<file path="config.mk">
export PLATFORM = sky130hd
export DESIGN_NAME = uart_rx_ext_flat
export DESIGN_NICKNAME = d
export VERILOG_FILES = /design/src/rtl/uart_rx_ext_if.sv /design/src/rtl/uart_rx_ext.sv /design/src/flat_wrapper.sv
export SDC_FILE = /design/constraint.sdc
export NUM_CORES = 1
export LEC_CHECK = 0
export CAP_MARGIN = 20
export CELL_PAD_IN_SITES_DETAIL_PLACEMENT = 1
export CELL_PAD_IN_SITES_GLOBAL_PLACEMENT = 1
export CORE_UTILIZATION = 40
export CTS_CLUSTER_DIAMETER = 100
export DETAILED_ROUTE_END_ITERATION = 12
export PLACE_DENSITY_LB_ADDON = 0.25
export SETUP_SLACK_MARGIN = 0.2
export SLEW_MARGIN = 20
export SYNTH_ARGS = -nofsm -noshare
export SYNTH_HDL_FRONTEND = slang
export SYNTH_SLANG_ARGS = --single-unit
export TNS_END_PERCENT = 100
</file>
<file path="constraint.sdc">
create_clock -name i_clk -period 1.8 [get_ports i_clk]
set_input_delay 0.36 -clock i_clk [delete_from_list [all_inputs] [get_ports i_clk]]
set_output_delay 0.36 -clock i_clk [all_outputs]
set_load 0.01 [all_outputs]
</file>
<file path="src/rtl/uart_rx_ext_if.sv">
// Serial-side and word-side signals of uart_rx_ext.
// The receiver takes the slave modport; the line driver / RX FIFO side takes the master modport.
interface uart_rx_ext_if #(
    parameter int NB_DATA = 8
);
    logic               i_s_tick;
    logic               i_rx;
    logic [NB_DATA-1:0] o_rx_data;
    logic               o_rx_done_tick;
    logic               o_parity_err;
    logic               o_frame_err;
    logic               o_break;
    logic               o_busy;

    modport slave (
        input  i_s_tick, i_rx,
        output o_rx_data, o_rx_done_tick, o_parity_err, o_frame_err, o_break, o_busy
    );

    modport master (
        output i_s_tick, i_rx,
        input  o_rx_data, o_rx_done_tick, o_parity_err, o_frame_err, o_break, o_busy
    );
endinterface

</file>
<file path="src/rtl/uart_rx_ext.sv">
// Oversampling UART receiver: majority-voted bits, LSB-first frames, framing/break/parity flags.
// Define UART_RX_PARITY_EN to expect one parity bit (odd or even per PARITY_ODD) after the data bits.
module uart_rx_ext #(
    parameter int NB_DATA    = 8,
    parameter int OVERSAMPLE = 16,
    parameter int NB_STOP    = 1,
    parameter int PARITY_ODD = 0
) (
    input  logic          i_clk,
    input  logic          i_reset_n,
    uart_rx_ext_if.slave  bus
);
    localparam int CW = $clog2(OVERSAMPLE);
    localparam int IW = $clog2(NB_DATA);
    localparam logic [CW-1:0] C_LAST = CW'(OVERSAMPLE - 1);
    localparam logic [CW-1:0] C_S0   = CW'(OVERSAMPLE / 2 - 1);
    localparam logic [CW-1:0] C_S1   = CW'(OVERSAMPLE / 2);
    localparam logic [CW-1:0] C_DEC  = CW'(OVERSAMPLE / 2 + 1);
    localparam logic [IW-1:0] IDX_DATA_LAST = IW'(NB_DATA - 1);
    localparam logic [IW-1:0] IDX_STOP_LAST = IW'(NB_STOP - 1);

`ifdef UART_RX_PARITY_EN
    typedef enum logic [2:0] {ST_IDLE, ST_START, ST_DATA, ST_PARITY, ST_STOP} state_t;
    localparam logic PAR_ODD = (PARITY_ODD != 0);
    logic par_q, par_d;
    logic perr_q, perr_d;
`else
    typedef enum logic [2:0] {ST_IDLE, ST_START, ST_DATA, ST_STOP} state_t;
    logic unused_parity_cfg;
    assign unused_parity_cfg = (PARITY_ODD != 0);
`endif

    state_t             state_q, state_d;
    logic               rx_meta_q, rx_s_q, rx_d_q;
    logic [CW-1:0]      c_q, c_d;
    logic [IW-1:0]      idx_q, idx_d;
    logic [1:0]         smp_q, smp_d;
    logic [NB_DATA-1:0] shreg_q, shreg_d;
    logic               ferr_q, ferr_d;
    logic               any_one_q, any_one_d;
    logic [NB_DATA-1:0] data_q, data_d;
    logic               done_q, done_d;
    logic               frame_err_q, frame_err_d;
    logic               break_q, break_d;
    logic               bit_val, dec_tick, last_tick;

    always_comb begin
        state_d     = state_q;
        c_d         = c_q;
        idx_d       = idx_q;
        smp_d       = smp_q;
        shreg_d     = shreg_q;
        ferr_d      = ferr_q;
        any_one_d   = any_one_q;
        data_d      = data_q;
        done_d      = 1'b0;
        frame_err_d = frame_err_q;
        break_d     = break_q;
`ifdef UART_RX_PARITY_EN
        par_d       = par_q;
        perr_d      = perr_q;
`endif
        // Third sample is the live synchronised line on the decision tick.
        bit_val   = (smp_q[0] & smp_q[1]) | (smp_q[0] & rx_s_q) | (smp_q[1] & rx_s_q);
        dec_tick  = bus.i_s_tick && (c_q == C_DEC);
        last_tick = bus.i_s_tick && (c_q == C_LAST);

        if (state_q != ST_IDLE && bus.i_s_tick) begin
            c_d = last_tick ? '0 : c_q + 1'b1;
            if (c_q == C_S0) smp_d[0] = rx_s_q;
            if (c_q == C_S1) smp_d[1] = rx_s_q;
        end

        case (state_q)
            ST_IDLE: begin
                if (!rx_s_q && rx_d_q) begin
                    state_d   = ST_START;
                    c_d       = '0;
                    idx_d     = '0;
                    ferr_d    = 1'b0;
                    any_one_d = 1'b0;
`ifdef UART_RX_PARITY_EN
                    par_d     = 1'b0;
`endif
                end
            end
            ST_START: begin
                if (dec_tick && bit_val) begin
                    state_d = ST_IDLE;
                    c_d     = '0;
                end else if (last_tick) begin
                    state_d = ST_DATA;
                    idx_d   = '0;
                end
            end
            ST_DATA: begin
                if (dec_tick) begin
                    shreg_d[idx_q] = bit_val;
                    any_one_d      = any_one_q | bit_val;
`ifdef UART_RX_PARITY_EN
                    par_d          = par_q ^ bit_val;
`endif
                end
                if (last_tick) begin
                    if (idx_q == IDX_DATA_LAST) begin
                        idx_d = '0;
`ifdef UART_RX_PARITY_EN
                        state_d = ST_PARITY;
`else
                        state_d = ST_STOP;
`endif
                    end else begin
                        idx_d = idx_q + 1'b1;
                    end
                end
            end
`ifdef UART_RX_PARITY_EN
            ST_PARITY: begin
                if (dec_tick) begin
                    par_d     = par_q ^ bit_val;
                    any_one_d = any_one_q | bit_val;
                end
                if (last_tick) begin
                    state_d = ST_STOP;
                    idx_d   = '0;
                end
            end
`endif
            ST_STOP: begin
                if (dec_tick) begin
                    ferr_d    = ferr_q | ~bit_val;
                    any_one_d = any_one_q | bit_val;
                    // Leave half a bit early so the next start edge is never missed.
                    if (idx_q == IDX_STOP_LAST) begin
                        state_d     = ST_IDLE;
                        c_d         = '0;
                        done_d      = 1'b1;
                        data_d      = shreg_q;
                        frame_err_d = ferr_q | ~bit_val;
                        break_d     = ~(any_one_q | bit_val);
`ifdef UART_RX_PARITY_EN
                        perr_d      = par_q ^ PAR_ODD;
`endif
                    end
                end
                if (last_tick) idx_d = idx_q + 1'b1;
            end
            default: begin
                state_d = ST_IDLE;
                c_d     = '0;
            end
        endcase
    end

    always_ff @(posedge i_clk or negedge i_reset_n) begin
        if (!i_reset_n) begin
            rx_meta_q   <= 1'b1;
            rx_s_q      <= 1'b1;
            rx_d_q      <= 1'b1;
            state_q     <= ST_IDLE;
            c_q         <= '0;
            idx_q       <= '0;
            smp_q       <= '0;
            shreg_q     <= '0;
            ferr_q      <= 1'b0;
            any_one_q   <= 1'b0;
            data_q      <= '0;
            done_q      <= 1'b0;
            frame_err_q <= 1'b0;
            break_q     <= 1'b0;
`ifdef UART_RX_PARITY_EN
            par_q       <= 1'b0;
            perr_q      <= 1'b0;
`endif
        end else begin
            rx_meta_q   <= bus.i_rx;
            rx_s_q      <= rx_meta_q;
            rx_d_q      <= rx_s_q;
            state_q     <= state_d;
            c_q         <= c_d;
            idx_q       <= idx_d;
            smp_q       <= smp_d;
            shreg_q     <= shreg_d;
            ferr_q      <= ferr_d;
            any_one_q   <= any_one_d;
            data_q      <= data_d;
            done_q      <= done_d;
            frame_err_q <= frame_err_d;
            break_q     <= break_d;
`ifdef UART_RX_PARITY_EN
            par_q       <= par_d;
            perr_q      <= perr_d;
`endif
        end
    end

    assign bus.o_rx_data      = data_q;
    assign bus.o_rx_done_tick = done_q;
    assign bus.o_frame_err    = frame_err_q;
    assign bus.o_break        = break_q;
    assign bus.o_busy         = (state_q != ST_IDLE);
`ifdef UART_RX_PARITY_EN
    assign bus.o_parity_err   = perr_q;
`else
    assign bus.o_parity_err   = 1'b0;
`endif
endmodule

</file>
<file path="src/flat_wrapper.sv">
// flat-port wrapper written by rule: the top's interface ports become plain ports
module uart_rx_ext_flat 
#(
    parameter int NB_DATA    = 8,
    parameter int OVERSAMPLE = 16,
    parameter int NB_STOP    = 1,
    parameter int PARITY_ODD = 0
)
  (i_clk, i_reset_n, bus_i_s_tick, bus_i_rx, bus_o_rx_data, bus_o_rx_done_tick, bus_o_parity_err, bus_o_frame_err, bus_o_break, bus_o_busy);
  uart_rx_ext_if #(.NB_DATA(NB_DATA)) bus_i ();
  input  logic i_clk;
  input  logic i_reset_n;
  input wire logic [$bits(bus_i.i_s_tick)-1:0] bus_i_s_tick;
  input wire logic [$bits(bus_i.i_rx)-1:0] bus_i_rx;
  output wire logic [$bits(bus_i.o_rx_data)-1:0] bus_o_rx_data;
  output wire logic [$bits(bus_i.o_rx_done_tick)-1:0] bus_o_rx_done_tick;
  output wire logic [$bits(bus_i.o_parity_err)-1:0] bus_o_parity_err;
  output wire logic [$bits(bus_i.o_frame_err)-1:0] bus_o_frame_err;
  output wire logic [$bits(bus_i.o_break)-1:0] bus_o_break;
  output wire logic [$bits(bus_i.o_busy)-1:0] bus_o_busy;
  assign bus_i.i_s_tick = bus_i_s_tick;
  assign bus_i.i_rx = bus_i_rx;
  assign bus_o_rx_data = bus_i.o_rx_data;
  assign bus_o_rx_done_tick = bus_i.o_rx_done_tick;
  assign bus_o_parity_err = bus_i.o_parity_err;
  assign bus_o_frame_err = bus_i.o_frame_err;
  assign bus_o_break = bus_i.o_break;
  assign bus_o_busy = bus_i.o_busy;
  uart_rx_ext #(.NB_DATA(NB_DATA), .OVERSAMPLE(OVERSAMPLE), .NB_STOP(NB_STOP), .PARITY_ODD(PARITY_ODD)) u_core (.i_clk(i_clk), .i_reset_n(i_reset_n), .bus(bus_i));
endmodule
</file>
==> results of run 1 <==
-- cell usage after synthesis (3+ instances only) --
library cell	count	share of area, %
inv_1	6	1.4
dfrtp_1	32	49
o21ai_0	5	1.5
nand4_1	5	1.9
nor2_1	7	1.6
nand2_1	11	2.5
nor3_1	7	2.1
mux2_2	18	12
ha_1	6	4.6
nand3_1	5	1.5
a21oi_1	5	1.5
dfstp_2	3	4.8
-- worst max-delay path, delay by kind of cell --
family | cells | cell delay (ps)
buf+inv | 2 | 680
simple gates | 3 | 550
mux | 1 | 310
-- logic make-up (layout without fill, tap and decap cells) --
family / count (synthesis) / count (layout) / share of synthesized area, %
adder cells (fa/ha/maj): 7 / 7 / 5.30
AO/OA/AOI/OAI: 15 / 15 / 5.45
multiplexers: 19 / 19 / 13.1
flip-flops: 35 / 35 / 54.0
XOR/XNOR: 1 / 1 / 0.537
buffers and inverters: 11 / 55 / 3.30
AND/OR/NAND/NOR: 51 / 51 / 18.1
other: 1 / 1 / 0.230
-- layer usage --
metal,GRT usage [%],vias up
met5,0,-
met4,8.97,0
met3,6.72,12
met2,38.5,31
met1,27.6,653
li1,-,581
-- final timing paths --
path / start / slack, ps / cells after the start / endpoint
worst min-delay path: i_reset_n / 300 / 1 / u_core.bus.o_rx_done_tick$_DFF_PN0_
worst max register to register: u_core.c_q[1]$_DFF_PN0_ / 90 / 7 / u_core.shreg_q[7]$_DFFE_PN0P_
worst min register to register: u_core.rx_meta_q$_DFF_PN1_ / 360 / 0 / u_core.rx_s_q$_DFF_PN1_
worst max-delay path: bus_i_s_tick / 90 / 6 / u_core.shreg_q[7]$_DFFE_PN0P_
min in group i_clk: u_core.rx_meta_q$_DFF_PN1_ / 360 / 0 / u_core.rx_s_q$_DFF_PN1_
max in group asynchronous: i_reset_n / 950 / 2 / u_core.idx_q[1]$_DFFE_PN0P_
-- per-stage QoR --
| step | area (sq um) | setup TNS (ps) | instances | power (mW) |
|---|---|---|---|---|
| 4_1_cts | 2210 | 0 | 229 | 2.25 |
| 3_5_place_dp | 1970 | -2850 | 213 | 1.62 |
| 5_1_grt | 2260 | 0 | 232 | 2.47 |
| 2_1_floorplan | 1680 | 0 | 140 | 1.36 |
| 3_3_place_gp | 1970 | -2110 | 213 | 1.58 |
| 6_report | 2260 | 0 | 232 | 2.33 |
-- registers in the layout, indices dropped and copies added, names as in the netlist --
signal	flops
u_core.idx_q	3
u_core.any_one_q	1
u_core.ferr_q	1
u_core.c_q	4
u_core.rx_d_q	1
u_core.bus.o_rx_done_tick	1
u_core.rx_meta_q	1
u_core.rx_s_q	1
u_core.bus.o_rx_data	8
u_core.smp_q	2
u_core.state_q	2
u_core.shreg_q	8
u_core.bus.o_break	1
u_core.bus.o_frame_err	1
-- power groups by stage --
stage	Clock (mW)	Sequential (mW)	Combinational (mW)
2_1_floorplan	0	1.02	0.345
3_3_place_gp	0	1.02	0.561
3_5_place_dp	0	1.04	0.585
4_1_cts	0.571	1.00	0.680
5_1_grt	0.613	1.03	0.826
6_report	0.564	1.01	0.755
-- layout make-up --
cell class | instances | area (sq um) | area share, %
Clock inverter | 2 | 12.5 | 0.554
Timing Repair Buffer | 41 | 354 | 15.7
Tap cell | 48 | 60.1 | 2.66
Sequential cell | 35 | 882 | 39.1
Multi-Input combinational cell | 94 | 851 | 37.7
Inverter | 6 | 25.0 | 1.11
Clock buffer | 6 | 72.6 | 3.22
-- repair_timing --
action                     CTS  global route
setup endpoints to repair   24            30
pin swaps                    5             4
setup buffers                8             3
resized for setup           26            12
hold endpoints to repair     0             0
==> out/metrics.yaml, run 1 <==
max_freq_ghz: 0.584
layout_min_cycle_time_ps: 1710
power.switching_mw: 0.799
num_vias: 1277
p_clk_share_pct: 24.2
drtIter0Drc: 63
slew_violations: 0
numPortBuffers: 15
grt_pass1_wl_um: 7010
detail_route.wl_per_cell_um: 18.7
wl_met2_um: 2180
io_pins: 17
hold_viol_final: 0
hold_class: "input pin to async pin"
final_common_cell: "dfrtp_1"
cap_viol_max_count: 0
fp.dieH_um: 65.8
async_flop_share_pct: 100
cts.sinks: 35
clock_skew_ps: 6.42
die_w_um: 65.8
setup_ws_ps: 89.0
syn_area_per_cell_sq_um: 11.6
gp_congestion: 0.829
drcViolationCount: 0
met3_wirelength_um: 160
insertion_delay_ps: 290
cts_buffers: 5
grt_use_total_pct: 23.0
critPathRequiredTime_ps: 1980
routed_wl_um: 4330
end_kind: "register"
dieArea_sq_um: 4330
pre_cts_slack_ps: -249
synth-seq-area-share_pct: 54.0
grt_max_degree: 21
swShare_pct: 34.2
fin_hold_ws_ps: 296
cts_buffer_depth: 2
diodes: 0
synth-seq-cells: 35
power_density_nw_per_um2: 1030
final_util_pct: 59.9
grt_pass1_vias: 1339
antenna_found_initial: 0
ant_nets: 0
drt-pass1-iter-count: 5
cts_hold_buffers: 0
clk_root_buffer_cell: "clkbuf_8"
ys.flop_type: "dfrtp_1"
nets: 193
setup_viol: 0
avgViaCountPerCell: 5.50
ir_worst_vdd_v: 0.000628
worst_setup_path_start_kind: "input pin"
path_cells: "clkdlybuf4s50_1, and4b_2, nand4_1, buf_6, nor3_4, mux2_4"
crit_type: "input pin to register"
final.period_utilization_pct: 95.1
p_leak_nw: 1.03
crit_slowest_cell: "clkdlybuf4s50_1"
clk_pin_slew_worst_paths_ps: 70
cts_tree: "built"
cp_max_fo: 4
synthCells: 140
hpwl_um: 2610
yosysUniqueCellTypes: 38
rows: 22
htreeDepth: 2
initial_utilization_pct: 43.2
wl_met1_um: 1900
rsz0062_at_grt: "yes"
layout-drive-gt1-share_pct: 44.0
synth-edff-count: 0
p_int_mw: 1.53
coreArea_sq_um: 3770
synthesis.nets: 150
cp.arrival_ps: 1890
p_comb_share_pct: 32.3
p_seq_share_pct: 43.5
highest_layer: "met4"
status: "finished clean"
mostFrequentLayoutCells: "dfrtp_1 (30), buf_4 (23), mux2_4 (13), clkdlybuf4s50_1 (13), nand2_1 (8)"
overflow: 0
syn_area_sq_um: 1630
fillers: 385
cpPeakStageDelay_ps: 510
area_growth_syn_to_layout_pct: 38.4
ys.warnings.count: 0
No activity file was read; power rests on OpenSTA's default activity.
==> run 2: changes to the inputs <==
--- a/config.mk
+++ b/config.mk
@@ -17,4 +17,3 @@
 export SYNTH_ARGS = -nofsm -noshare
 export SYNTH_HDL_FRONTEND = slang
 export SYNTH_SLANG_ARGS = --single-unit
-export TNS_END_PERCENT = 100
==> constraint.sdc (replaced) <==
create_clock -name i_clk -period 1.8 [get_ports i_clk]
set_input_delay 0.45 -clock i_clk [delete_from_list [all_inputs] [get_ports i_clk]]
set_output_delay 0.45 -clock i_clk [all_outputs]
set_load 0.01 [all_outputs]
==> out/metrics.yaml, run 2 (synthesis results as in run 1) <==
clock_skew_ps: 5.72  # -0.696 ps
final_util_pct: 60.1  # +0.23 points
p_leak_nw: 1.09  # +5.7%
rsz0062_at_grt: "yes"
routed_wl_um: 4220  # -2.7%
cap_viol_max_count: 0  # unchanged
grt_pass1_wl_um: 6930  # -1.2%
numPortBuffers: 15  # unchanged
cp_max_fo: 4  # unchanged
ant_nets: 0  # unchanged
critPathRequiredTime_ps: 1970  # about the same
diodes: 0  # unchanged
p_comb_share_pct: 32.0  # -0.3 points
p_clk_share_pct: 23.6  # -0.6 points
die_w_um: 65.8  # unchanged
insertion_delay_ps: 280  # about the same
clk_root_buffer_cell: "clkbuf_8"
cp.arrival_ps: 1880  # about the same
coreArea_sq_um: 3770  # unchanged
hpwl_um: 2700  # +3.2%
mostFrequentLayoutCells: "dfrtp_1 (30), mux2_4 (17), buf_4 (17)"
rows: 22  # unchanged
final.period_utilization_pct: 95.3  # +0.24 points
layout-drive-gt1-share_pct: 43.9  # -0.13 points
overflow: 0  # unchanged
setup_ws_ps: 84.8  # -4.24 ps
cts.sinks: 35  # unchanged
end_kind: "register"
grt_use_total_pct: 22.0  # -0.96 points
cts_buffers: 5  # unchanged
tns_ps: 0  # unchanged
clk_pin_slew_worst_paths_ps: 70  # about the same
area_growth_syn_to_layout_pct: 39.0
cpPeakStageDelay_ps: 390  # -120 ps
drcViolationCount: 0  # unchanged
power.switching_mw: 0.761  # -4.7%
fillers: 396  # +2.9%
grt_pass1_vias: 1378  # +2.9%
max_freq_ghz: 0.583  # -0.25%
grt_max_degree: 36  # +71%
power_density_nw_per_um2: 1000  # -2.8%
gp_congestion: 0.821  # -1.0%
slew_violations: 0  # unchanged
fp.dieH_um: 65.8  # unchanged
detail_route.wl_per_cell_um: 18.5  # -0.95%
setup_viol: 0  # unchanged
layout_min_cycle_time_ps: 1720  # +4.24 ps
antenna_found_initial: 0  # unchanged
htreeDepth: 2  # unchanged
hold_viol_final: 0  # unchanged
pre_cts_slack_ps: -340  # -91.2 ps
fin_hold_ws_ps: 356  # +60.5 ps
crit_type: "register to register"
placed_area_sq_um: 1970  # -0.13%
nets: 189  # -2.1%
initial_utilization_pct: 43.2  # unchanged
path_cells: "inv_2, ha_4, and4b_2, nand4_1, buf_6, nor3_4, mux2_4"
avgViaCountPerCell: 5.50  # -0.16%
hold_class: "register to register"
cts_buffer_depth: 2  # unchanged
fin_area_sq_um: 2270  # +0.39%
cts_tree: "built"
num_vias: 1253  # -1.9%
dieArea_sq_um: 4330  # unchanged
p_seq_share_pct: 44.4  # +0.9 points
drt-pass1-iter-count: 4  # -1
worst_setup_path_start_kind: "register"
swShare_pct: 33.4  # -0.81 points
ir_worst_vdd_v: 0.000565  # -10%
io_pins: 17  # unchanged
drtIter0Drc: 56  # -11%
status: "finished clean"
p_int_mw: 1.52  # -1.2%
final_common_cell: "dfrtp_1"
crit_slowest_cell: "dfrtp_1"
run 2: worst paths after layout:
kind,start,end,slack (ps),cells after the start
max,u_core.c_q[1]$_DFF_PN0_,u_core.shreg_q[3]$_DFFE_PN0P_,80,7
min,u_core.rx_meta_q$_DFF_PN1_,u_core.rx_s_q$_DFF_PN1_,360,0
max reg2reg,u_core.c_q[1]$_DFF_PN0_,u_core.shreg_q[3]$_DFFE_PN0P_,80,7
min reg2reg,u_core.rx_meta_q$_DFF_PN1_,u_core.rx_s_q$_DFF_PN1_,360,0
max in group asynchronous,i_reset_n,u_core.rx_meta_q$_DFF_PN1_,1000,2
min in group asynchronous,i_reset_n,u_core.any_one_q$_DFFE_PN0P_,550,2
run 2: what timing repair did:
action | CTS | global route
hold buffers | 0 | 0
setup buffers | 7 | 2
resized for setup | 38 | 22
setup endpoints to repair | 36 | 31
pin swaps | 8 | 5
hold endpoints to repair | 0 | 0
run 2: final cells by class:
cell class,count,area [sq um],area share [%]
clock buffers,7,76.3,3.37
multi-input cells,94,891,39.3
well taps,48,60.1,2.65
inverters,6,25.0,1.10
flip-flops and latches,35,882,38.9
repair buffers,37,327,14.4
clock inverters,1,5.00,0.221
run 2: power by group through the flow:
| stage | registers, mW | clock network (mW) | logic, mW |
|---|---|---|---|
| after CTS | 1.00 | 0.553 | 0.666 |
| after detailed placement | 1.03 | 0 | 0.598 |
| after floorplan | 1.02 | 0 | 0.345 |
| after global routing | 1.02 | 0.590 | 0.808 |
| final | 1.01 | 0.537 | 0.728 |
| after global placement | 1.02 | 0 | 0.558 |
run 2: routing by layer:
layer	vias up	track usage (%)	share of wire (%)
li1	577	-	-
met1	644	26.8	46
met2	23	37.2	50
met3	9	5.17	2.3
met4	0	8.97	2.0
met5	-	0	0
run 2: critical path, delay by kind of cell, from the launching register on:
kind | cells | cell delay (ps)
simple gates | 3 | 520
flops | 1 | 390
mux | 1 | 310
fa+ha+maj | 1 | 120
buf+inv | 2 | 250
run 2: through the flow:
stage | power (mW) | std cells
global placement | 1.57 | 211
finish | 2.28 | 228
global route | 2.42 | 228
CTS | 2.22 | 226
detailed placement | 1.63 | 211
floorplan | 1.36 | 140
